## config.mk

```make
export PLATFORM = sky130hd
export DESIGN_NAME = dfa_lookahead_ram
export DESIGN_NICKNAME = d
export VERILOG_FILES = /design/src/rtl/dfa_ram_pkg.sv /design/src/rtl/dfa_ram_rd_port.sv /design/src/rtl/dfa_lookahead_ram.sv
export SDC_FILE = /design/constraint.sdc
export NUM_CORES = 1
export LEC_CHECK = 0
export CORE_AREA = 2 2 223 247
export DETAILED_ROUTE_END_ITERATION = 12
export DIE_AREA = 0 0 225 249
export GPL_TIMING_DRIVEN = 1
export PLACE_DENSITY_LB_ADDON = 0.1
export SLEW_MARGIN = 10
export SYNTH_ARGS = -nofsm -noshare
export SYNTH_HDL_FRONTEND = slang
export SYNTH_SLANG_ARGS = --single-unit
```

## constraint.sdc

```tcl
create_clock -name clk -period 7 [get_ports clk]
set_input_delay 1.05 -clock clk [delete_from_list [all_inputs] [get_ports clk]]
set_output_delay 1.05 -clock clk [all_outputs]
set_load 0.01 [all_outputs]
```

## src/rtl/dfa_ram_pkg.sv

```systemverilog
// -----------------------------------------------------------------------------
// dfa_ram_pkg
//   Shared definitions for the lookahead RAM:
//     clog2()      - ceiling log2 used to size address fields
//     clr_state_e  - clear FSM encoding (CLEAR sweeps zeros, READY accepts writes)
//     merge_byte() - per-byte select between stored and newly written data
// -----------------------------------------------------------------------------
package dfa_ram_pkg;

  typedef enum logic {
    CLEAR = 1'b0,
    READY = 1'b1
  } clr_state_e;

  function automatic int clog2(input int n);
    int r;
    r = 0;
    for (int i = 0; i < 31; i++) begin
      if ((1 << i) < n) r = i + 1;
    end
    return r;
  endfunction

  function automatic logic [7:0] merge_byte(input logic [7:0] old_b,
                                            input logic [7:0] new_b,
                                            input logic       take_new);
    return take_new ? new_b : old_b;
  endfunction

endpackage

```

## src/rtl/dfa_ram_rd_port.sv

```systemverilog
// -----------------------------------------------------------------------------
// dfa_ram_rd_port
//   Output side of one read port. The raw array word (mem_q) is read
//   synchronously in the top; this block registers the port address, a valid
//   flag and a bypass flag, captures the write data/byteenable that collided
//   with the read, and muxes the final word.
//
// Ports
//   clk, reset_n        clock, async active-low reset
//   rd_address   [AW]   read address sampled at each rising edge
//   ready               clear FSM is in READY (reads return data)
//   wr_accept           a write is being accepted this cycle
//   wr_address   [AW]   write address
//   wr_writedata [DW]   write data
//   wr_be        [BE_W] effective byte enables of the write
//   mem_q        [DW]   stored word read at the same edge (pre-write value)
//   rd_readdata  [DW]   port output, valid one cycle after the address
// -----------------------------------------------------------------------------
module dfa_ram_rd_port
  import dfa_ram_pkg::*;
#(
  parameter int DEPTH      = 16,
  parameter int DATA_WIDTH = 32,
  parameter int AW         = 4,
  parameter int BE_W       = 4
) (
  input  logic                  clk,
  input  logic                  reset_n,
  input  logic [AW-1:0]         rd_address,
  input  logic                  ready,
  input  logic                  wr_accept,
  input  logic [AW-1:0]         wr_address,
  input  logic [DATA_WIDTH-1:0] wr_writedata,
  input  logic [BE_W-1:0]       wr_be,
  input  logic [DATA_WIDTH-1:0] mem_q,
  output logic [DATA_WIDTH-1:0] rd_readdata
);

  localparam logic [AW:0] DEPTH_W = (AW+1)'(DEPTH);

  logic [AW-1:0]         addr_q;
  logic                  vld_q;
  logic                  byp_q;
  logic [DATA_WIDTH-1:0] byp_data_q;
  logic [BE_W-1:0]       byp_be_q;
  logic                  addr_ok;

  always_ff @(posedge clk or negedge reset_n) begin
    if (!reset_n) begin
      addr_q <= '0;
      vld_q  <= 1'b0;
      byp_q  <= 1'b0;
    end else begin
      addr_q <= rd_address;
      vld_q  <= ready;
      // wr_accept already implies READY and an in-range address.
      byp_q  <= wr_accept && (wr_address == rd_address);
    end
  end

  // Payload only matters when byp_q is set, so it needs no reset.
  always_ff @(posedge clk) begin
    if (wr_accept) begin
      byp_data_q <= wr_writedata;
      byp_be_q   <= wr_be;
    end
  end

  assign addr_ok = ({1'b0, addr_q} < DEPTH_W);

  // mem_q holds the word as it was before the colliding write, so merging the
  // captured enabled bytes over it yields the post-write word.
  always_comb begin
    rd_readdata = '0;
    if (vld_q && addr_ok) begin
      for (int b = 0; b < BE_W; b++) begin
        rd_readdata[b*8 +: 8] = merge_byte(mem_q[b*8 +: 8], byp_data_q[b*8 +: 8],
                                           byp_q && byp_be_q[b]);
      end
    end
  end

endmodule

```

## src/rtl/dfa_lookahead_ram.sv

```systemverilog
// -----------------------------------------------------------------------------
// dfa_lookahead_ram
//   Single-write, multi-read RAM with 1-cycle read latency and write-to-read
//   lookahead: a read of the address being written in the same cycle returns
//   the new data. Optional zero sweep after reset (CLEAR_ON_RESET=1).
//
//   Build option: define DFA_RAM_BYTEENABLE_EN to add wr_byteenable and make
//   writes and the bypass per-byte; otherwise every write updates the full word.
//
// Ports
//   clk, reset_n                 clock, async active-low reset
//   wr_address     [AW]          write word address
//   wr_writedata   [DATA_WIDTH]  write data
//   wr_write                     write strobe
//   wr_byteenable  [BE_W]        per-byte enable (DFA_RAM_BYTEENABLE_EN only)
//   wr_waitrequest               high while writes are not accepted
//   rd_address     [NP*AW]       port p address at [p*AW +: AW]
//   rd_readdata    [NP*DW]       port p data at [p*DATA_WIDTH +: DATA_WIDTH]
//
// Handshake: a write is taken on a rising edge where wr_write=1 and
// wr_waitrequest=0 and the address is in range; anything else is dropped and
// never retried. Reads have no strobe and are sampled every edge.
// -----------------------------------------------------------------------------
module dfa_lookahead_ram
  import dfa_ram_pkg::*;
#(
  parameter int DEPTH          = 16,
  parameter int DATA_WIDTH     = 32,
  parameter int NUM_RD_PORTS   = 2,
  parameter int CLEAR_ON_RESET = 0,
  localparam int AW   = (clog2(DEPTH) < 1) ? 1 : clog2(DEPTH),
  localparam int BE_W = DATA_WIDTH / 8
) (
  input  logic                                 clk,
  input  logic                                 reset_n,
  input  logic [AW-1:0]                        wr_address,
  input  logic [DATA_WIDTH-1:0]                wr_writedata,
  input  logic                                 wr_write,
`ifdef DFA_RAM_BYTEENABLE_EN
  input  logic [BE_W-1:0]                      wr_byteenable,
`endif
  output logic                                 wr_waitrequest,
  input  logic [NUM_RD_PORTS*AW-1:0]           rd_address,
  output logic [NUM_RD_PORTS*DATA_WIDTH-1:0]   rd_readdata
);

  localparam logic [AW:0]   DEPTH_W   = (AW+1)'(DEPTH);
  localparam logic [AW-1:0] LAST_ADDR = AW'(DEPTH - 1);

  clr_state_e            state_q, state_d;
  logic [AW-1:0]         clr_cnt_q, clr_cnt_d;
  logic                  clr_we;
  logic                  ready;
  logic                  wr_accept;
  logic [BE_W-1:0]       wr_be;
  logic [DATA_WIDTH-1:0] mem [DEPTH];

`ifdef DFA_RAM_BYTEENABLE_EN
  assign wr_be = wr_byteenable;
`else
  assign wr_be = '1;
`endif

  // Clear FSM. Without CLEAR_ON_RESET the CLEAR state lasts one cycle so that
  // wr_waitrequest drops on the first edge after reset release.
  always_ff @(posedge clk or negedge reset_n) begin
    if (!reset_n) begin
      state_q   <= CLEAR;
      clr_cnt_q <= LAST_ADDR;
    end else begin
      state_q   <= state_d;
      clr_cnt_q <= clr_cnt_d;
    end
  end

  always_comb begin
    state_d   = state_q;
    clr_cnt_d = clr_cnt_q;
    clr_we    = 1'b0;
    case (state_q)
      CLEAR: begin
        if (CLEAR_ON_RESET != 0) begin
          clr_we = 1'b1;
          if (clr_cnt_q == '0) state_d = READY;
          else                 clr_cnt_d = clr_cnt_q - AW'(1);
        end else begin
          state_d = READY;
        end
      end
      READY:   state_d = READY;
      default: state_d = CLEAR;
    endcase
  end

  assign ready          = (state_q == READY);
  assign wr_waitrequest = !ready;
  assign wr_accept      = wr_write && ready && ({1'b0, wr_address} < DEPTH_W);

  // Storage: one write port, no reset. The sweep and user writes are exclusive
  // because user writes are blocked outside READY.
  always_ff @(posedge clk) begin
    if (clr_we) begin
      mem[clr_cnt_q] <= '0;
    end else if (wr_accept) begin
      for (int b = 0; b < BE_W; b++) begin
        if (wr_be[b]) mem[wr_address][b*8 +: 8] <= wr_writedata[b*8 +: 8];
      end
    end
  end

  for (genvar p = 0; p < NUM_RD_PORTS; p++) begin : g_rd
    logic [AW-1:0]         ra;
    logic [DATA_WIDTH-1:0] mem_q;

    assign ra = rd_address[p*AW +: AW];

    // Synchronous array read; out-of-range reads are masked in the port.
    always_ff @(posedge clk) begin
      if ({1'b0, ra} < DEPTH_W) mem_q <= mem[ra];
    end

    dfa_ram_rd_port #(
      .DEPTH      (DEPTH),
      .DATA_WIDTH (DATA_WIDTH),
      .AW         (AW),
      .BE_W       (BE_W)
    ) u_port (
      .clk          (clk),
      .reset_n      (reset_n),
      .rd_address   (ra),
      .ready        (ready),
      .wr_accept    (wr_accept),
      .wr_address   (wr_address),
      .wr_writedata (wr_writedata),
      .wr_be        (wr_be),
      .mem_q        (mem_q),
      .rd_readdata  (rd_readdata[p*DATA_WIDTH +: DATA_WIDTH])
    );
  end

endmodule

```

# Word-level counts from Yosys, hierarchy flattened
# Memories as Yosys holds them, arrays and structs flattened. A register that Yosys moved wholly into a read port is not among the register bits.
# Cells that the tools add are included.
[word_totals] reg_bits=36 latch_bits=0 mem_bits_rw=512 mem_bits_ro=0 input_bits=47 output_inout_bits=65 n_memories=1
[classes] add_sub_neg=0 mul=0 div_mod_pow=0 order_cmp=0 n_eq_ne=2 shifts=0 muxes=12 bitwise_logic=0 reduce_logical=4
[mem_list] memory="mem" depth=16 word_bits=32 read_ports=2 rd_clocked_by_memory_dff=2 write_ports=1 line="dfa_lookahead_ram.sv:56" source="logic [DATA_WIDTH-1:0] mem [DEPTH];"
[op_table] cell="2-to-1 mux 32 bit" count=2
[op_table] cell="2-to-1 mux 8 bit" count=8
[op_table] cell="equality test 4 bit" count=2
[op_table] cell="logical AND 1 bit" count=3
[op_table] cell="2-to-1 mux 1 bit" count=2
[op_table] cell="logical NOT 1 bit" count=1

# Longest topological paths before layout
# Gate-level depths: netlist of the first run.
[depth] word_depth=3 ltp_mapped=5

# By module
# Synthesis of the first run repeated with hierarchy kept, for this count alone.
[unflattened] cells_unflattened=1462 area_unflattened_um2=27878.0
[by_module_without_submodules] module="dfa_lookahead_ram" instances=1 cells_per_inst=1146 area_each_um2=24229.5 seq_area_each_um2=16681.0
[by_module_without_submodules] module="dfa_ram_rd_port" instances=2 cells_per_inst=158 area_each_um2=1824.2 seq_area_each_um2=1131.1

# Worst setup path after synthesis of the first run
# Ideal clock, no wire load.
[synth_timing] kind="input-to-reg" start="input port wr_write" end="memory mem[0][0] (enable)" setup_ns=0.461 t_arrival_ns=3.709 t_required_ns=6.539 setup_slack_ns=2.830 cell_stages=3 n_path_buf=0 path_cell_list="nand2_1 -> or3_1 -> nor3_1"
[synth_via] elab_chain_cells=3
[synth_lines] element="start: declaration" line="dfa_lookahead_ram.sv:38" source="input logic wr_write,"
[synth_lines] element="logical AND 1 bit" line="dfa_lookahead_ram.sv:97" source="assign wr_accept = wr_write && ready && ({1'b0, wr_address} < DEPTH_W);"
[synth_lines] element="2-to-1 mux 1 bit" line="dfa_lookahead_ram.sv:104" source="end else if (wr_accept) begin"
[synth_lines] element="2-to-1 mux 1 bit (implied by the code)" line="dfa_lookahead_ram.sv:106" source="if (wr_be[b]) mem[wr_address][b*8 +: 8] <= wr_writedata[b*8 +: 8];"
[synth_lines] element="end: declaration" line="dfa_lookahead_ram.sv:56"
# No other way between the ends.

# Worst setup path after layout of the first run
[layout_timing] start="register g_rd[0].u_port.byp_q" end="output port rd_readdata[28]"
[layout_via] elab_chain_cells=2
[layout_lines] element="start: declaration" line="dfa_ram_rd_port.sv:43" source="logic byp_q;"
[layout_lines] element="start signal: assignment" line="dfa_ram_rd_port.sv:57" source="byp_q <= wr_accept && (wr_address == rd_address);"
[layout_lines] element="2-to-1 mux 8 bit" line="dfa_ram_pkg.sv:27" source="return take_new ? new_b : old_b;"
[layout_lines] element="2-to-1 mux 32 bit" line="dfa_ram_rd_port.sv:75" source="if (vld_q && addr_ok) begin"
[layout_lines] element="end: declaration" line="dfa_lookahead_ram.sv:44" source="output logic [NUM_RD_PORTS*DATA_WIDTH-1:0] rd_readdata"
# No other way between the ends.

==> metrics.md, run 1 <==
| Metric | Value |
|---|---|
| CP Class | flop to output port |
| Post-layout util | 57.4% |
| Syn nets | 1385 |
| Crit path launch type | flop |
| Yosys reg bits | 612 |
| Internal power | between 6 and 7 mW |
| Unrepaired setup endpoints after global routing | false |
| TritonRoute pass-1 iters | 5 |
| IO Count | 112 |
| Fin nets | 1493 |
| Net Sw Frac | 21.4% |
| First-pass GRT wire length | approximately 100000 um |
| Power Dens Cells | between 200 and 300 nW/um2 |
| CP Data Required Time | 5.95 ns |
| Clock root buffer | clkbuf_16 |
| Post-Place Worst Slack | approximately 3.2 ns |
| CTS Hold Bufs | 0 |
| Final Hold Viols | 0 |
| Core box area | between 50000 and 60000 um2 |
| Total CTS buffers | 66 |
| Tightest Pin Transition | between 1 and 1.5 ns |
| Fmax achieved | about 0.26 GHz |
| Status | finished, final reports clean |
| Setup Skew | between 0.015 and 0.02 ns |
| H-tree Lvls | 3 |
| Initial antenna violation count | 1 |
| Grt ovf | 0 |
| CP max FO | 19 |
| Initial Util | between 40 and 50% |
| Most common cell after layout, fill and taps aside | edfxtp_1 |
| Share of cells above drive strength 1 | roughly 28% |
| Post-Synthesis Cells | between 1000 and 1500 |
| Initial DRC Count | around 1300 |
| Commonest cells after routing, fill and taps aside | 544 x edfxtp_1, 256 x mux4_2, 128 x a22oi_1 |
| Critical Path Max Stage Delay | between 0.7 and 0.8 ns |
| Seq/Total Area, Yosys | 66.8% |
| Vias per cell | between 6 and 7 |
| Drt total wl | about 66000 um |
| Slew headroom | approximately 20% |
| Min Hold Slack | approximately 0.58 ns |
| Post-layout min period | approximately 3.8 ns |
| Share of power burned in registers | 49.9% |
| Vias in the first global route | 14800 |
| Hpwl dp | between 30000 and 40000 um |
| Yosys top cell area share | 61.6% |
| LEAKAGE | 9.67 nW |
| Slowest CP cell | dfrtp_2 |
| Via Count | 13900 |
| Crit path DAT | about 2.8 ns |
| # clock sinks | 612 |
| Comb power frac | 7.4% |
| Crit end category | output port |
| CP Buf/Inv Count | 2 |
| Crit path cell chain | buf_4 > mux2i_1 > nor2b_1 > clkdlybuf4s50_1 |
| # rows | between 80 and 90 |
| CTS Buffer Depth | 3 |
| Die ar. | around 56000 um2 |
| Die Span X | ~230 um |
| Total GRT Usage | 24.3% |
| Final worst slack | roughly 3.2 ns |
| Setup Buffers After CTS | 0 |
| Fin crit share | roughly 54% |
| Peak supply drop | ~0.19 mV |
| Clk_lat worst skew | 0.59 ns |
| Family with the most delay on the worst path | buffers and inverters |
| Clock Power Share | a little over two fifths |
| Area Growth Syn to Fin | 15.5% |
| Top cells by area, synth | edfxtp_1 62%, mux4_2 22%, dfxtp_1 4.8% |
| Yosys cell types | 25 |
| DRC | 0 |
| Yosys top cell by area | edfxtp_1 |
| Post-cts gate resize count | 0 |
| Gpl congestion | around 0.74 |
| Setup TNS | 0 ns |
| Port Buffer Count | around 110 |
| Largest net degree at the start of global routing | between 100 and 150 |
| Final setup viols | 0 |
| Die height | 249 um |
| WL per Instance | around 30 um |
| NetSw | about 1.8 mW |
| Max-Cap Viols | 0 |
| Clock Pin Slew Worst Setup and Hold Paths | approximately 0.060 ns |
| Mean post-synth cell area | around 20 um2 |
| Routed Antenna Nets | 0 |
| Synth warn | 0 |
| CTS tree | done |
| Hold WC Path Type | flop to flop |
| Synth Cell Area | roughly 27000 um2 |
| Pins Over Slew Limit | 0 |
[layout make-up]
cell class              count  area (um2)
clock inverters            24         272
multi-input cells         621        8420
clock buffers              96        1910
fillers                  3929       22700
inverters                   2        7.51
repair buffers            143        1440
flip-flops and latches    612       17700
diodes                      1        2.50
well taps                 682         853
[worst paths after layout]
check | from | to | slack, ns | cells past startpoint
min in group asynchronous | reset_n | ready | 0.73 | 1
max in group asynchronous | reset_n | g_rd[1].u_port.byp_q | 5.98 | 1
worst max-delay path | g_rd[0].u_port.byp_q | rd_readdata[28] | 3.19 | 4
worst max register to register | ready | mem[0][19] | 4.44 | 4
worst min register to register | ready | g_rd[1].u_port.vld_q | 0.58 | 0
worst min-delay path | ready | g_rd[1].u_port.vld_q | 0.58 | 0
[routing by layer]
layer  wire length, um  track usage (%)  vias to the layer above  part of all wire (%)
met5                 0                0                        -                     0
met4              2630             10.4                        0                   4.0
met3              3710             3.63                      131                   5.6
met2             33800             40.8                      484                    51
met1             26200             31.8                     7418                    40
li1                  -                -                     5853                     -
[sequential cells by signal, indices dropped and copies added, names as in the netlist]
name                    cells
g_rd.u_port.vld_q           1
g_rd.mem_q                 64
ready                       1
mem                       512
g_rd.u_port.byp_data_q     32
g_rd.u_port.byp_q           2
[synthesized netlist by cell type, drive strengths merged]
| library cell | number |
|---|---|
| dfxtp | 64 |
| nand2 | 66 |
| or3 | 1 |
| nor2b | 68 |
| and2 | 2 |
| nand4b | 2 |
| edfxtp | 544 |
| mux2i | 64 |
| clkbuf | 54 |
| nand4 | 1 |
| a22oi | 128 |
| mux4 | 256 |
| inv | 2 |
| nor3 | 6 |
| nor2 | 14 |
| buf | 49 |
| nand2b | 2 |
| xnor2 | 6 |
| dfrtp | 4 |
| xor2 | 2 |
| conb | 1 |
| nand3 | 2 |
[power by group through the flow]
stage,Clock (mW),Sequential (mW),Combinational [mW]
CTS,3.57,4.09,0.611
detailed placement,0,4.17,0.611
global placement,0,4.16,0.608
floorplan,0,4.14,0.372
finish,3.51,4.09,0.603
global route,3.72,4.09,0.647
[stage by stage]
step | power [mW] | area [um2] | instances
2_1_floorplan | 4.51 | 26500 | 1338
3_3_place_gp | 4.77 | 28400 | 2057
3_5_place_dp | 4.78 | 28400 | 2059
4_1_cts | 8.27 | 30600 | 2179
5_1_grt | 8.46 | 30600 | 2181
6_report | 8.20 | 30600 | 2181
[cell families (layout without fill, tap and decap cells)]
family	count (synthesis)	in the layout	synth area share, %
other	1	2	0.0141
and+or+nand+nor	164	164	3.09
AOI/OAI and AO/OA	128	128	3.62
buffers and inverters	105	265	2.04
xor gates and xnor gates	8	8	0.264
DFF	612	612	66.8
muxes	320	320	24.2
Power figures use the tool's default switching activity.
==> inputs of run 2 (changes only) <==
- clock period: 7 -> 3.6 ns (I/O delays scaled with it)
==> run 2 against run 1 <==
  * Worst hold slack got worse by 0.37 ns
  * Total power increased by 87%
  * Critical path depth unchanged
  * First-iteration DRC count decreased by 1.9%
  * Setup slack got worse by 2.7 ns
  * Sequential share of layout area decreased by 0.32 points
  * Count of clock-buffer cells in the layout decreased by 4
  * Flip-flop and latch count unchanged
  * Non-clock buffer count increased by 41
  * Sequential power increased by 94%
  * Critical endpoint is now rd_readdata[59]
  * Largest power group unchanged
==> metrics.md, run 2 (synthesized netlist as in run 1, its figures left out) <==
| Metric | Value |
|---|---|
| Vias per cell | 6.36 (about the same) |
| Met2 usage | 40.6% (-0.20 points) |
| TritonRoute pass-1 iters | 7 (+2) |
| Most flop-heavy register | mem |
| Final Hold Viols | 0 (unchanged) |
| Crit end category | output port |
| Min Hold Slack | 0.211 ns (-0.368 ns) |
| Total CTS buffers | 61 (-7.6%) |
| Setup Skew | 0.0135 ns (-0.00434 ns) |
| # clock sinks | 612 (unchanged) |
| CTS Hold Bufs | 0 (unchanged) |
| Vias in the first global route | 15000 (+1.7%) |
| Initial antenna violation count | 2 (+1) |
| Commonest cells after routing, fill and taps aside | 544 x edfxtp_1, 256 x mux4_2, 128 x a22oi_1 |
| Status | finished, final reports clean |
| Most common cell after layout, fill and taps aside | edfxtp_1 |
| Drt total wl | 67800 um (+2.0%) |
| Biggest regs | mem x512, g_rd.mem_q x64, g_rd.u_port.byp_data_q x32 |
| Fin nets | 1529 (+2.4%) |
| CP max FO | 15 (-4) |
| Max-Cap Viols | 0 (unchanged) |
| Flip-flop count of the largest register after layout | 512 (unchanged) |
| Gpl congestion | 0.788 (+6.9%) |
| Setup Buffers After CTS | 0 (unchanged) |
| CP Class | flop to output port |
| Tightest Pin Transition | 0.911 ns (-0.290 ns) |
| Grt ovf | 0 (unchanged) |
| WL per Instance | 30.6 um (+0.39%) |
| # rows | 89 (unchanged) |
| Internal power | 12.0 mW (+86%) |
| Initial Util | 49.7% (unchanged) |
| Slew headroom | 39.2% (+19 points) |
| Total GRT Usage | 24.7% (+0.38 points) |
| Peak supply drop | 0.407 mV (+110%) |
| Fmax achieved | 0.324 GHz |
| Met1 usage | 33.8% (+2.0 points) |
| GRT busiest layer | met2 |
| Clock root buffer | clkbuf_16 |
| Crit path DAT | 2.55 ns (-0.21 ns) |
| CTS tree | done |
| Comb power frac | 8.0% (+0.6 points) |
| Via Count | 14100 (+1.6%) |
| Initial DRC Count | 1294 (-1.9%) |
| Unrepaired setup endpoints after global routing | false |
| Net Sw Frac | 21.9% (+0.52 points) |
| Core box area | 53300 um2 (unchanged) |
| Crit path launch type | flop |
| Antenna fix cells | 0 (-1) |
| Power Dens Cells | 498 nW/um2 (+86%) |
| H-tree Lvls | 2 (-1) |
| Clock Power Share | 40.3% (-2.5 points) |
| Setup TNS | 0 ns (unchanged) |
| CTS Buffer Depth | 3 (unchanged) |
| Die Span X | 225 um (unchanged) |
| Share of cells above drive strength 1 | 29.1% (+1.5 points) |
| Fin crit share | between 80% and 90% |
| First-pass GRT wire length | 99100 um (+1.8%) |
| NetSw | 3.36 mW (+92%) |
| Post-cts gate resize count | 0 (unchanged) |
| Routed Antenna Nets | 0 (unchanged) |
| CP Data Required Time | 3.06 ns (-2.89 ns) |
| Post-layout min period | between 3 and 4 ns |
| M3 GR Usage | 3.96% (+0.33 points) |
| Clk_lat worst skew | 0.63 ns (+0.04 ns) |
| Largest net degree at the start of global routing | 46 (-65%) |
| DRC | 0 (unchanged) |
| Port Buffer Count | 111 (unchanged) |
| LEAKAGE | 9.80 nW (+1.3%) |
| Die ar. | 56000 um2 (unchanged) |
| Post-layout util | 57.7% (+0.32 points) |
| Power Total | 15.3 mW (+87%) |
| Die height | 249 um (unchanged) |
| Area Growth Syn to Fin | 16.1% |
| Share of power burned in registers | 51.7% (+1.8 points) |
| Clock Pin Slew Worst Setup and Hold Paths | 0.07 ns (about the same) |
| Final setup viols | 0 (unchanged) |
| IO Count | 112 (unchanged) |
| Pins Over Slew Limit | 0 (unchanged) |
| Hpwl dp | 41800 um (+16%) |
| Hold WC Path Type | primary input to async pin |
## run 2: routing by layer
metal  up-vias  wire length (um)
li1       5930                 -
met1      7512             27600
met5         -                30
met4         4              2240
met2       540             33700
met3       120              4220
## run 2: worst paths after layout
path | from | to | slack (ns) | cells after the start
max | g_rd[1].u_port.byp_q | rd_readdata[59] | 0.51 | 4
min | reset_n | g_rd[1].u_port.byp_q | 0.21 | 1
max reg2reg | ready | mem[0][7] | 1.26 | 4
min reg2reg | ready | g_rd[1].u_port.vld_q | 0.63 | 0
max in group asynchronous | reset_n | g_rd[1].u_port.vld_q | 3.07 | 1
min in group clk | rd_address[5] | g_rd[1].mem_q[11] | 0.63 | 4
## run 2: power groups by stage
| stage | clock network (mW) | registers [mW] | logic, mW |
|---|---|---|---|
| 6_report | 6.18 | 7.93 | 1.23 |
| 5_1_grt | 6.55 | 7.94 | 1.31 |
| 4_1_cts | 6.29 | 7.93 | 1.24 |
| 3_5_place_dp | 0 | 8.09 | 1.24 |
| 3_3_place_gp | 0 | 8.08 | 1.23 |
| 2_1_floorplan | 0 | 8.05 | 0.723 |
## run 2: per-stage QoR
stage                     setup WS, ns  instance area, um2  instances
final                            0.511               30800       2217
after floorplan                  0.124               26500       1338
after global routing             0.384               30800       2217
after global placement           0.705               28800       2101
after detailed placement         0.695               28800       2101
after CTS                        0.468               30800       2217
## run 2: area by class of cell
class	instances	area, um2
fillers	3951	22600
flip-flops and latches	612	17700
multi-input cells	621	8430
repair buffers	184	1840
clock buffers	92	1780
well taps	682	853
clock inverters	24	169
inverters	2	7.51
## run 2: critical path, stage by stage, from the launching register on
cell and delay (ns):
dfrtp_2 0.81, buf_12 0.29, mux2i_1 0.10, nor2b_1 0.14
clkdlybuf4s50_1 0.57
==> inputs of run 3 (changes only) <==
- CTS_BUF_LIST: not set -> sky130_fd_sc_hd__clkbuf_16
==> run 3 against run 2 <==
  * Critical path depth unchanged
  * Fmax grew 0.17%
  * Utilization shrank 0.13 points
  * Die area stayed put
==> metrics.md, run 3 (synthesized netlist as in run 1, its figures left out) <==
| Metric | Value |
|---|---|
| LEAKAGE | 9.85 nW (+0.49%) |
| Max-Cap Viols | 0 (unchanged) |
| CTS tree | done |
| Most common cell after layout, fill and taps aside | edfxtp_1 |
| Fillers | 3962 (+0.28%) |
| Initial antenna violation count | 2 (unchanged) |
| Flip-flop count of the largest register after layout | 512 (unchanged) |
| Fin nets | 1529 (unchanged) |
| Grt ovf | 0 (unchanged) |
| Pins Over Slew Limit | 0 (unchanged) |
| Crit path DAT | 2.54 ns (about the same) |
| # clock sinks | 612 (unchanged) |
| Family with the most delay on the worst path | buffers and inverters |
| First-pass GRT wire length | 99100 um (about the same) |
| CP Data Required Time | 3.06 ns (about the same) |
| CP Depth | 4 (unchanged) |
| Power Total | 15.1 mW (-1.4%) |
| Post-layout min period | 3.08 ns (-0.00520 ns) |
| Core box area | 53300 um2 (unchanged) |
| Fmax achieved | 0.324 GHz (+0.17%) |
| Vias per cell | 6.36 (about the same) |
| Tightest Pin Transition | 0.904 ns (-0.00666 ns) |
| Power Dens Cells | 492 nW/um2 (-1.2%) |
| Vias in the first global route | 15100 (+0.22%) |
| Largest net degree at the start of global routing | 46 (unchanged) |
| Initial DRC Count | 1302 (+0.62%) |
| Final setup viols | 0 (unchanged) |
| Fin crit share | 85.7% (-0.14 points) |
| TritonRoute pass-1 iters | 5 (-2) |
| CTS Hold Bufs | 0 (unchanged) |
| Via Count | 14100 (-0.043%) |
| Clock root buffer | clkbuf_16 |
| Hold WC Path Type | primary input to async pin |
| IO Count | 112 (unchanged) |
| H-tree Lvls | 2 (unchanged) |
| Crit path launch type | flop |
| Crit path cell chain | buf_12 > mux2i_1 > nor2b_1 > clkdlybuf4s50_1 |
| WL per Instance | 30.5 um (-0.15%) |
| Status | finished, final reports clean |
| Biggest regs | mem x512, g_rd.mem_q x64, g_rd.u_port.byp_data_q x32 |
| Setup TNS | 0 ns (unchanged) |
| Area Growth Syn to Fin | 15.8% |
| Total CTS buffers | 61 (unchanged) |
| Slew headroom | 39.6% (+0.45 points) |
| Gpl congestion | 0.788 (unchanged) |
| Total GRT Usage | 24.7% (about the same) |
| Routed Antenna Nets | 0 (unchanged) |
| Initial Util | 49.7% (unchanged) |
| CP max FO | 15 (unchanged) |
| Worst reg2reg path depth | 4 (unchanged) |
| Die Span X | 225 um (unchanged) |
| Share of cells above drive strength 1 | 28.7% (-0.46 points) |
| Final Hold Viols | 0 (unchanged) |
| Die ar. | 56000 um2 (unchanged) |
| CP Buf/Inv Count | 2 (unchanged) |
| Unrepaired setup endpoints after global routing | false |
| Crit end category | output port |
| Slowest CP cell | dfrtp_2 |
| Post-cts gate resize count | 0 (unchanged) |
| Drt total wl | 67700 um (-0.10%) |
| Peak supply drop | 0.407 mV (about the same) |
| Most flop-heavy register | mem |
| Die height | 249 um (unchanged) |
| # rows | 89 (unchanged) |
| Setup Buffers After CTS | 0 (unchanged) |
| Clock Pin Slew Worst Setup and Hold Paths | 0.07 ns (about the same) |
| Critical Path Max Stage Delay | 0.81 ns (about the same) |
| CP Class | flop to output port |
| DRC | 0 (unchanged) |
| Clk_lat worst skew | 0.63 ns (about the same) |
| Setup Skew | 0.0121 ns (-0.00134 ns) |
| Hpwl dp | 41800 um (unchanged) |
| Port Buffer Count | 111 (unchanged) |
| Commonest cells after routing, fill and taps aside | 544 x edfxtp_1, 256 x mux4_2, 128 x a22oi_1 |
| CTS Buffer Depth | 3 (unchanged) |
[run 3: worst paths after layout]
| path | from | to | slack (ns) |
|---|---|---|---|
| setup reg to reg | ready | mem[0][15] | 1.29 |
| hold / removal | reset_n | g_rd[1].u_port.byp_q | 0.19 |
| max in group asynchronous | reset_n | g_rd[1].u_port.vld_q | 3.12 |
| hold reg to reg | ready | g_rd[1].u_port.vld_q | 0.61 |
| setup / recovery | g_rd[1].u_port.byp_q | rd_readdata[59] | 0.52 |
| min in group clk | ready | g_rd[1].u_port.vld_q | 0.61 |
[run 3: power breakdown]
part | switching, mW | internal (mW)
sequential | 0.0610 | 7.87
clock | 2.64 | 3.33
combinational | 0.656 | 0.571
[run 3: final cells by class]
| class | count | area (um2) | area share (%) |
|---|---|---|---|
| diodes | 1 | 2.50 | 0.00815 |
| clock buffers | 64 | 1600 | 5.21 |
| clock inverters | 52 | 274 | 0.892 |
| inverters | 2 | 7.51 | 0.0244 |
| multi-input cells | 621 | 8430 | 27.4 |
| flip-flops and latches | 612 | 17700 | 57.7 |
| well taps | 682 | 853 | 2.78 |
| repair buffers | 184 | 1840 | 5.98 |
[run 3: through the flow]
step	instance area, um2	std cells	hold WS [ns]	utilization (%)	setup slack [ns]
floorplan	26500	1338	0.244	-	0.124
global route	30700	2217	0.208	57.6	0.386
CTS	30700	2217	0.162	57.6	0.468
global placement	28800	2101	0.607	54.1	0.705
finish	30700	2218	0.191	57.6	0.516
detailed placement	28800	2101	0.596	54.1	0.695
[run 3: routing by layer]
metal,global-route usage [%],wire length (um),vias to the layer above
met3,4.05,4210,123
met5,0,30,-
met4,8.68,2310,4
met1,33.8,27500,7492
li1,-,-,5935
met2,40.5,33600,546
